`src/rtl/conv_pkg.sv`:
```
// -----------------------------------------------------------------------------
// conv_pkg
// Shared definitions for the convolution AIP sequencing controller:
//   - default size-field width
//   - bit offsets of the SIZEX / SIZEY fields in the config register
//   - register ID constants shared with the AIP register interface
//   - FSM state encodings and the state enum built on them
// Optional feature macro used by conv_seq_ctrl: CONV_SEQ_CYCLE_CNT_EN
// -----------------------------------------------------------------------------
package conv_pkg;

    // Default width of each size field and of the X/Y address buses.
    localparam int CONV_SIZE_W = 5;

    // Field offsets inside the config register.
    localparam int SIZEX_LSB = 0;
    localparam int SIZEY_LSB = 5;

    // Register IDs shared with the AIP register/start interface.
    localparam logic [3:0] CONV_REG_ID_MEM_X  = 4'h0;
    localparam logic [3:0] CONV_REG_ID_MEM_Y  = 4'h1;
    localparam logic [3:0] CONV_REG_ID_MEM_Z  = 4'h2;
    localparam logic [3:0] CONV_REG_ID_CONFIG = 4'h3;
    localparam logic [3:0] CONV_REG_ID_STATUS = 4'h4;
    localparam logic [3:0] CONV_REG_ID_CYCLES = 4'h5;

    // Fixed state encodings, kept stable so external debug tooling can decode them.
    localparam logic [2:0] ST_IDLE  = 3'd0;
    localparam logic [2:0] ST_SETUP = 3'd1;
    localparam logic [2:0] ST_ISSUE = 3'd2;
    localparam logic [2:0] ST_DRAIN = 3'd3;
    localparam logic [2:0] ST_WRITE = 3'd4;
    localparam logic [2:0] ST_DONE  = 3'd5;

    typedef enum logic [2:0] {
        IDLE  = ST_IDLE,
        SETUP = ST_SETUP,
        ISSUE = ST_ISSUE,
        DRAIN = ST_DRAIN,
        WRITE = ST_WRITE,
        DONE  = ST_DONE
    } conv_state_e;

endpackage

```
`src/rtl/conv_bounds.sv`:
```
// -----------------------------------------------------------------------------
// conv_bounds
// Combinational summation bounds for output index n of z[n] = sum x[k]*y[n-k]:
//   kmin(n) = max(0, n - size_y + 1)
//   kmax(n) = min(n, size_x - 1)
// Ports:
//   n_i       output index currently being computed
//   size_x_i  latched SIZEX (must be non-zero when the result is used)
//   size_y_i  latched SIZEY (must be non-zero when the result is used)
//   kmin_o    first k of the sum for n
//   kmax_o    last k of the sum for n
// -----------------------------------------------------------------------------
module conv_bounds
    import conv_pkg::*;
#(
    parameter int SIZE_W = CONV_SIZE_W,
    parameter int OUT_AW = SIZE_W + 1
) (
    input  logic [OUT_AW-1:0] n_i,
    input  logic [SIZE_W-1:0] size_x_i,
    input  logic [SIZE_W-1:0] size_y_i,
    output logic [SIZE_W-1:0] kmin_o,
    output logic [SIZE_W-1:0] kmax_o
);

    // One bit wider than n so that n + 1 - size_y is evaluated without wrap.
    localparam int BW = OUT_AW + 1;

    logic [BW-1:0] n_w;
    logic [BW-1:0] sx_w;
    logic [BW-1:0] sy_w;
    logic [BW-1:0] lo_w;
    logic [BW-1:0] hi_w;
    logic          bounds_unused;

    always_comb begin
        n_w  = BW'(n_i);
        sx_w = BW'(size_x_i);
        sy_w = BW'(size_y_i);

        // Compare n + 1 against size_y rather than subtracting first.
        if ((n_w + BW'(1)) > sy_w) begin
            lo_w = n_w + BW'(1) - sy_w;
        end else begin
            lo_w = '0;
        end

        if (n_w < (sx_w - BW'(1))) begin
            hi_w = n_w;
        end else begin
            hi_w = sx_w - BW'(1);
        end
    end

    // Both bounds are always below 2^SIZE_W for legal sizes.
    assign kmin_o = lo_w[SIZE_W-1:0];
    assign kmax_o = hi_w[SIZE_W-1:0];

    assign bounds_unused = ^{lo_w[BW-1:SIZE_W], hi_w[BW-1:SIZE_W]};

endmodule

```
`src/rtl/conv_seq_ctrl.sv`:
```
// -----------------------------------------------------------------------------
// conv_seq_ctrl
// Sequencing controller for the convolution AIP datapath.
// For every output n it clears the external MAC, issues one X/Y read per term
// k = kmin(n)..kmax(n), lets the last product drain through the one-cycle
// memory latency, then writes z[n]. A done pulse ends the run.
//
// Optional feature macro: CONV_SEQ_CYCLE_CNT_EN
//   defined   -> cycle_cnt counts en_s-qualified busy cycles (saturating)
//   undefined -> cycle_cnt is tied to 0
//
// Ports:
//   clk        system clock
//   rst_a      asynchronous reset, active-high
//   en_s       synchronous enable; low freezes all state and zeroes strobes
//   start      start pulse, only accepted in IDLE
//   size_x     SIZEX (number of X samples)
//   size_y     SIZEY (number of Y samples)
//   rd_en      X/Y memory read strobe
//   addr_x     X memory address (k)
//   addr_y     Y memory address (n-k)
//   mac_clr    clear accumulator
//   mac_en     accumulate product (rd_en delayed by one enabled cycle)
//   wr_out     output memory write strobe
//   addr_out   output memory address (n)
//   busy       high in any state other than IDLE
//   done       one-cycle completion pulse
//   cfg_err    zero size seen; sticky until the next accepted start
//   cycle_cnt  busy-cycle counter
//
// Handshake: start is a level sampled on enabled clock edges while IDLE; there
// is no back-pressure, every strobe is valid for exactly one enabled cycle.
// -----------------------------------------------------------------------------
module conv_seq_ctrl
    import conv_pkg::*;
#(
    parameter int SIZE_W = CONV_SIZE_W,
    parameter int OUT_AW = SIZE_W + 1
) (
    input  logic              clk,
    input  logic              rst_a,
    input  logic              en_s,
    input  logic              start,
    input  logic [SIZE_W-1:0] size_x,
    input  logic [SIZE_W-1:0] size_y,
    output logic              rd_en,
    output logic [SIZE_W-1:0] addr_x,
    output logic [SIZE_W-1:0] addr_y,
    output logic              mac_clr,
    output logic              mac_en,
    output logic              wr_out,
    output logic [OUT_AW-1:0] addr_out,
    output logic              busy,
    output logic              done,
    output logic              cfg_err,
    output logic [15:0]       cycle_cnt
);

    conv_state_e       state_q, state_d;
    logic [OUT_AW-1:0] n_q, n_d;
    logic [OUT_AW-1:0] ntot_q, ntot_d;
    logic [SIZE_W-1:0] sx_q, sx_d;
    logic [SIZE_W-1:0] sy_q, sy_d;
    // addr_x_q doubles as the term index k; addr_y_q tracks n - k alongside it.
    logic [SIZE_W-1:0] addr_x_q, addr_x_d;
    logic [SIZE_W-1:0] addr_y_q, addr_y_d;
    logic [OUT_AW-1:0] addr_out_q, addr_out_d;
    logic              cfg_err_q, cfg_err_d;
    logic              mac_en_q;

    logic              rd_raw;
    logic              clr_raw;
    logic              wr_raw;
    logic              done_raw;
    logic [SIZE_W-1:0] kmin;
    logic [SIZE_W-1:0] kmax;
    logic [OUT_AW-1:0] y_diff;
    logic              ctrl_unused;

    conv_bounds #(
        .SIZE_W (SIZE_W),
        .OUT_AW (OUT_AW)
    ) u_bounds (
        .n_i      (n_q),
        .size_x_i (sx_q),
        .size_y_i (sy_q),
        .kmin_o   (kmin),
        .kmax_o   (kmax)
    );

    // n - kmin(n) is at most size_y - 1, so the low SIZE_W bits carry it all.
    assign y_diff      = n_q - OUT_AW'(kmin);
    assign ctrl_unused = ^y_diff[OUT_AW-1:SIZE_W];

    always_comb begin
        state_d    = state_q;
        n_d        = n_q;
        ntot_d     = ntot_q;
        sx_d       = sx_q;
        sy_d       = sy_q;
        addr_x_d   = addr_x_q;
        addr_y_d   = addr_y_q;
        addr_out_d = addr_out_q;
        cfg_err_d  = cfg_err_q;
        rd_raw     = 1'b0;
        clr_raw    = 1'b0;
        wr_raw     = 1'b0;
        done_raw   = 1'b0;

        case (state_q)
            IDLE: begin
                if (start) begin
                    sx_d      = size_x;
                    sy_d      = size_y;
                    ntot_d    = OUT_AW'(size_x) + OUT_AW'(size_y) - OUT_AW'(1);
                    cfg_err_d = 1'b0;
                    if ((size_x == '0) || (size_y == '0)) begin
                        cfg_err_d = 1'b1;
                        state_d   = DONE;
                    end else begin
                        n_d     = '0;
                        state_d = SETUP;
                    end
                end
            end

            SETUP: begin
                clr_raw  = 1'b1;
                addr_x_d = kmin;
                addr_y_d = y_diff[SIZE_W-1:0];
                state_d  = ISSUE;
            end

            ISSUE: begin
                rd_raw = 1'b1;
                if (addr_x_q == kmax) begin
                    state_d = DRAIN;
                end else begin
                    addr_x_d = addr_x_q + SIZE_W'(1);
                    addr_y_d = addr_y_q - SIZE_W'(1);
                end
            end

            DRAIN: begin
                // Load the write address here so it holds between writes.
                addr_out_d = n_q;
                state_d    = WRITE;
            end

            WRITE: begin
                wr_raw = 1'b1;
                if (n_q == (ntot_q - OUT_AW'(1))) begin
                    state_d = DONE;
                end else begin
                    n_d     = n_q + OUT_AW'(1);
                    state_d = SETUP;
                end
            end

            DONE: begin
                done_raw = 1'b1;
                state_d  = IDLE;
            end

            default: begin
                state_d = IDLE;
            end
        endcase
    end

    always_ff @(posedge clk or posedge rst_a) begin
        if (rst_a) begin
            state_q    <= IDLE;
            n_q        <= '0;
            ntot_q     <= '0;
            sx_q       <= '0;
            sy_q       <= '0;
            addr_x_q   <= '0;
            addr_y_q   <= '0;
            addr_out_q <= '0;
            cfg_err_q  <= 1'b0;
            mac_en_q   <= 1'b0;
        end else if (en_s) begin
            state_q    <= state_d;
            n_q        <= n_d;
            ntot_q     <= ntot_d;
            sx_q       <= sx_d;
            sy_q       <= sy_d;
            addr_x_q   <= addr_x_d;
            addr_y_q   <= addr_y_d;
            addr_out_q <= addr_out_d;
            cfg_err_q  <= cfg_err_d;
            // Product is available one enabled cycle after its read.
            mac_en_q   <= rd_raw;
        end
    end

    assign rd_en    = rd_raw & en_s;
    assign mac_clr  = clr_raw & en_s;
    assign wr_out   = wr_raw & en_s;
    assign done     = done_raw & en_s;
    assign mac_en   = mac_en_q & en_s;
    assign addr_x   = addr_x_q;
    assign addr_y   = addr_y_q;
    assign addr_out = addr_out_q;
    assign busy     = (state_q != IDLE);
    assign cfg_err  = cfg_err_q;

`ifdef CONV_SEQ_CYCLE_CNT_EN
    logic [15:0] cnt_q;

    always_ff @(posedge clk or posedge rst_a) begin
        if (rst_a) begin
            cnt_q <= '0;
        end else if (en_s) begin
            if (state_q == IDLE) begin
                if (start) begin
                    cnt_q <= '0;
                end
            end else if (cnt_q != 16'hFFFF) begin
                cnt_q <= cnt_q + 16'd1;
            end
        end
    end

    assign cycle_cnt = cnt_q;
`else
    assign cycle_cnt = '0;
`endif

endmodule

```
`config.mk`:
```
export PLATFORM = sky130hd
export DESIGN_NAME = conv_seq_ctrl
export DESIGN_NICKNAME = d
export VERILOG_FILES = /design/src/rtl/conv_pkg.sv /design/src/rtl/conv_bounds.sv /design/src/rtl/conv_seq_ctrl.sv
export SDC_FILE = /design/constraint.sdc
export NUM_CORES = 1
export LEC_CHECK = 0
export ABC_CLOCK_PERIOD_IN_PS = 8200
export CAP_MARGIN = 20
export CORE_MARGIN = 2
export CORE_UTILIZATION = 59
export DETAILED_ROUTE_END_ITERATION = 10
export GPL_ROUTABILITY_DRIVEN = 1
export GPL_TIMING_DRIVEN = 0
export PLACE_DENSITY = 0.91
export REMOVE_ABC_BUFFERS = 1
export SLEW_MARGIN = 10
export SYNTH_ARGS = -nofsm -noshare
export SYNTH_HDL_FRONTEND = slang
export SYNTH_SLANG_ARGS = --single-unit
```
`constraint.sdc`:
```
create_clock -name clk -period 8.2 [get_ports clk]
set_input_delay 2.05 -clock clk [delete_from_list [all_inputs] [get_ports clk]]
set_output_delay 2.05 -clock clk [all_outputs]
set_load 0.05 [all_outputs]
```
==> impl_metrics.csv <==
group,metric,value,unit
die,die-height,79.4,um
sta,setup_violations,0,
layout,drive_above_1_share,6.32,%
cts,cts_setup_buffers,0,
worst_hold_path,hp-class,"reg -> reg",
routing,avgRoutedWirePerCell,15.0,um
placed_design,gp_congestion,0.853,
logic_synthesis,avgSynthCellArea,8.45,um^2
sta,period_needed,6.51,ns
pwr,p_leak,1.77,nW
routing,drc,0,
grt,track_usage,25.3,%
sta,tns,0,ns
logic_synthesis,ys_ff_latch,43,
placed_design,hpwl,5800,um
worst_setup_path,worstPathMaxFanout,11,
logic_synthesis,ys.flop_type,"dfrtp_1",
worst_setup_path,regToRegSetupSlack,4.13,ns
die,initial_core_util,60.9,%
worst_setup_path,cp.arrival,4.46,ns
sta,hold_violations,0,
worst_setup_path,crit_required,6.15,ns
flow_run,drv_cap,0,
cts,clock-sinks,43,
cts,cts_resized,0,
sta,fmax,154,MHz
placed_design,placed_area,3690,um^2
sta,relSlewSlack,35.0,%
cts,clk_pin_slew,0.09,ns
die,rows,27,
pwr,power_density,400,nW/um^2
worst_setup_path,startpoint_type,"input port",
layout,fillers,440,
layout,antennaDiodeCount,0,
sta,min_period_over_period,79.3,%
die,die_w,79.4,um
logic_synthesis,synth_warnings,0,
placed_design,port_buffers,36,
grt,grt_pass1_wl,12700,um
cts,cts-buffers-inserted,5,
routing,vias,2943,
worst_setup_path,cp-end-kind,"primary output",
logic_synthesis,synth_edf_count,0,
cts,cts.htree.levels,2,
die,core,5510,um^2
routing,first_pass_iters,5,
status,outcome,"finished, final reports clean",
layout,nets,470,
grt,grt_overflow,0,
routing,ant_nets,0,
logic_synthesis,syn_area,3360,um^2
layout,fin_area,3780,um^2
grt,antenna_found_initial,0,
die,die_area,6310,um^2
cts,cts_tree,"done",
sta,rsz0062_at_grt,"no",
sta,drv_slew,0,
layout,area_delta_synth_final,12.6,%
routing,routed_wl,7480,um
logic_synthesis,yosysSeqAreaShare,32.1,%
routing,drtIter0Drc,273,
pwr,peakVddDrop,0.220,mV
cts,clk-insertion-delay-late,0.30,ns
sta,clock-skew-final,0.00657,ns
logic_synthesis,syn_inst,397,
cts,ctsHoldBuffers,0,
routing,vias_per_cell,5.90,
sta,worst_pin_slew,0.972,ns
grt,grt_max_degree,40,
grt,grt_pass1_vias,2892,
worst_setup_path,critPathKind,"in -> out",
cts,clockBufferDepth,2,
logic_synthesis,async_flop_share,100,%
die,pin_count,53,
cts,root_buffer,"clkbuf_8",
logic_synthesis,post_synth_num_cell_types,56,
[final cells by class]
cell class	instances	area [um^2]	area share, %
well taps	72	90.1	2.38
inverters	44	165	4.37
flip-flops and latches	43	1080	28.5
repair buffers	37	380	10.1
clock buffers	6	72.6	1.92
clock inverters	2	12.5	0.331
multi-input cells	295	1980	52.4
[state kept, by name, indices dropped and copies added, names as in the netlist]
register / count
addr_out: 6
addr_x: 5
addr_y: 5
cfg_err: 1
mac_en_q: 1
n_q: 6
ntot_q: 6
state_q: 3
sx_q: 5
sy_q: 5
[power by group]
group          leakage, nW  internal (mW)  switching [mW]
sequential           0.557          0.290           0.108
clock               0.0412         0.0596          0.0744
combinational         1.18          0.393           0.587
[logic make-up after synthesis]
group | Yosys count | synth area share, %
adder cells (fa/ha/maj) | 30 | 11.9
AO/OA/AOI/OAI | 97 | 18.6
flip-flops | 43 | 32.1
other | 1 | 0.112
multiplexers | 6 | 1.94
buffers and inverters | 74 | 10.6
AND/OR/NAND/NOR | 123 | 18.8
XOR/XNOR | 23 | 6.00
[synthesized netlist by cell type (all sizes together) (8+ instances only)]
cell type | instances | area share, %
ha | 27 | 10
nor2 | 19 | 2.1
o21ai | 40 | 6.2
nor3 | 9 | 1.6
dfrtp | 43 | 32
clkbuf | 8 | 0.89
xnor2 | 17 | 4.4
buf | 22 | 4.8
inv | 44 | 4.9
nand3 | 16 | 2.4
a21oi | 13 | 1.9
nand2 | 46 | 5.1
a21o | 8 | 1.8
[routing by layer]
layer  GRT usage, %  vias up  wire length (um)
met5              0        -                 0
met4           10.7        0               183
met3           4.64       23               498
met2           45.0      157              3770
met1           29.9     1370              3020
li1               -     1393                 -
[worst paths after layout]
kind,from,to,cells after the start
min in group asynchronous,rst_a,addr_out[3]$_DFFE_PP0P_,2
worst min-delay path,addr_out[3]$_DFFE_PP0P_,addr_out[3]$_DFFE_PP0P_,2
worst max-delay path,en_s,mac_clr,6
max in group asynchronous,rst_a,n_q[4]$_DFFE_PP0P_,3
worst min register to register,addr_out[3]$_DFFE_PP0P_,addr_out[3]$_DFFE_PP0P_,2
worst max register to register,n_q[1]$_DFFE_PP0P_,addr_y[4]$_DFFE_PP0P_,18
[critical path, stage by stage]
cell,delay (ns)
clkdlybuf4s50_1,0.70
inv_1,0.24
nor2_1,0.17
nand2_1,0.28
inv_1,0.19
clkdlybuf4s50_1,0.82
[stage by stage]
step                utilization [%]  hold WS, ns  cells  setup slack, ns  total power, mW
CTS                            68.6        0.496    499             1.75             1.50
global route                   68.6        0.532    499             1.49             1.63
global placement               66.7        0.462    490             1.81             1.31
floorplan                         -        0.450    382             3.00             1.12
detailed placement             67.1        0.477    491             1.76             1.37
finish                         68.6        0.496    499             1.69             1.51
[layout by cell type (no fill, tap or decap), drive strengths merged, types with 9 or more instances in the layout]
| master | netlist | routed |
|---|---|---|
| a21oi | 13 | 13 |
| clkdlybuf4s50 | 0 | 36 |
| conb | 1 | 16 |
| dfrtp | 43 | 43 |
| ha | 27 | 27 |
| inv | 44 | 44 |
| nand2 | 46 | 46 |
| nand3 | 16 | 16 |
| nor2 | 19 | 19 |
| nor3 | 9 | 9 |
| o21ai | 40 | 40 |
| xnor2 | 17 | 17 |
Power figures use the tool's default switching activity.
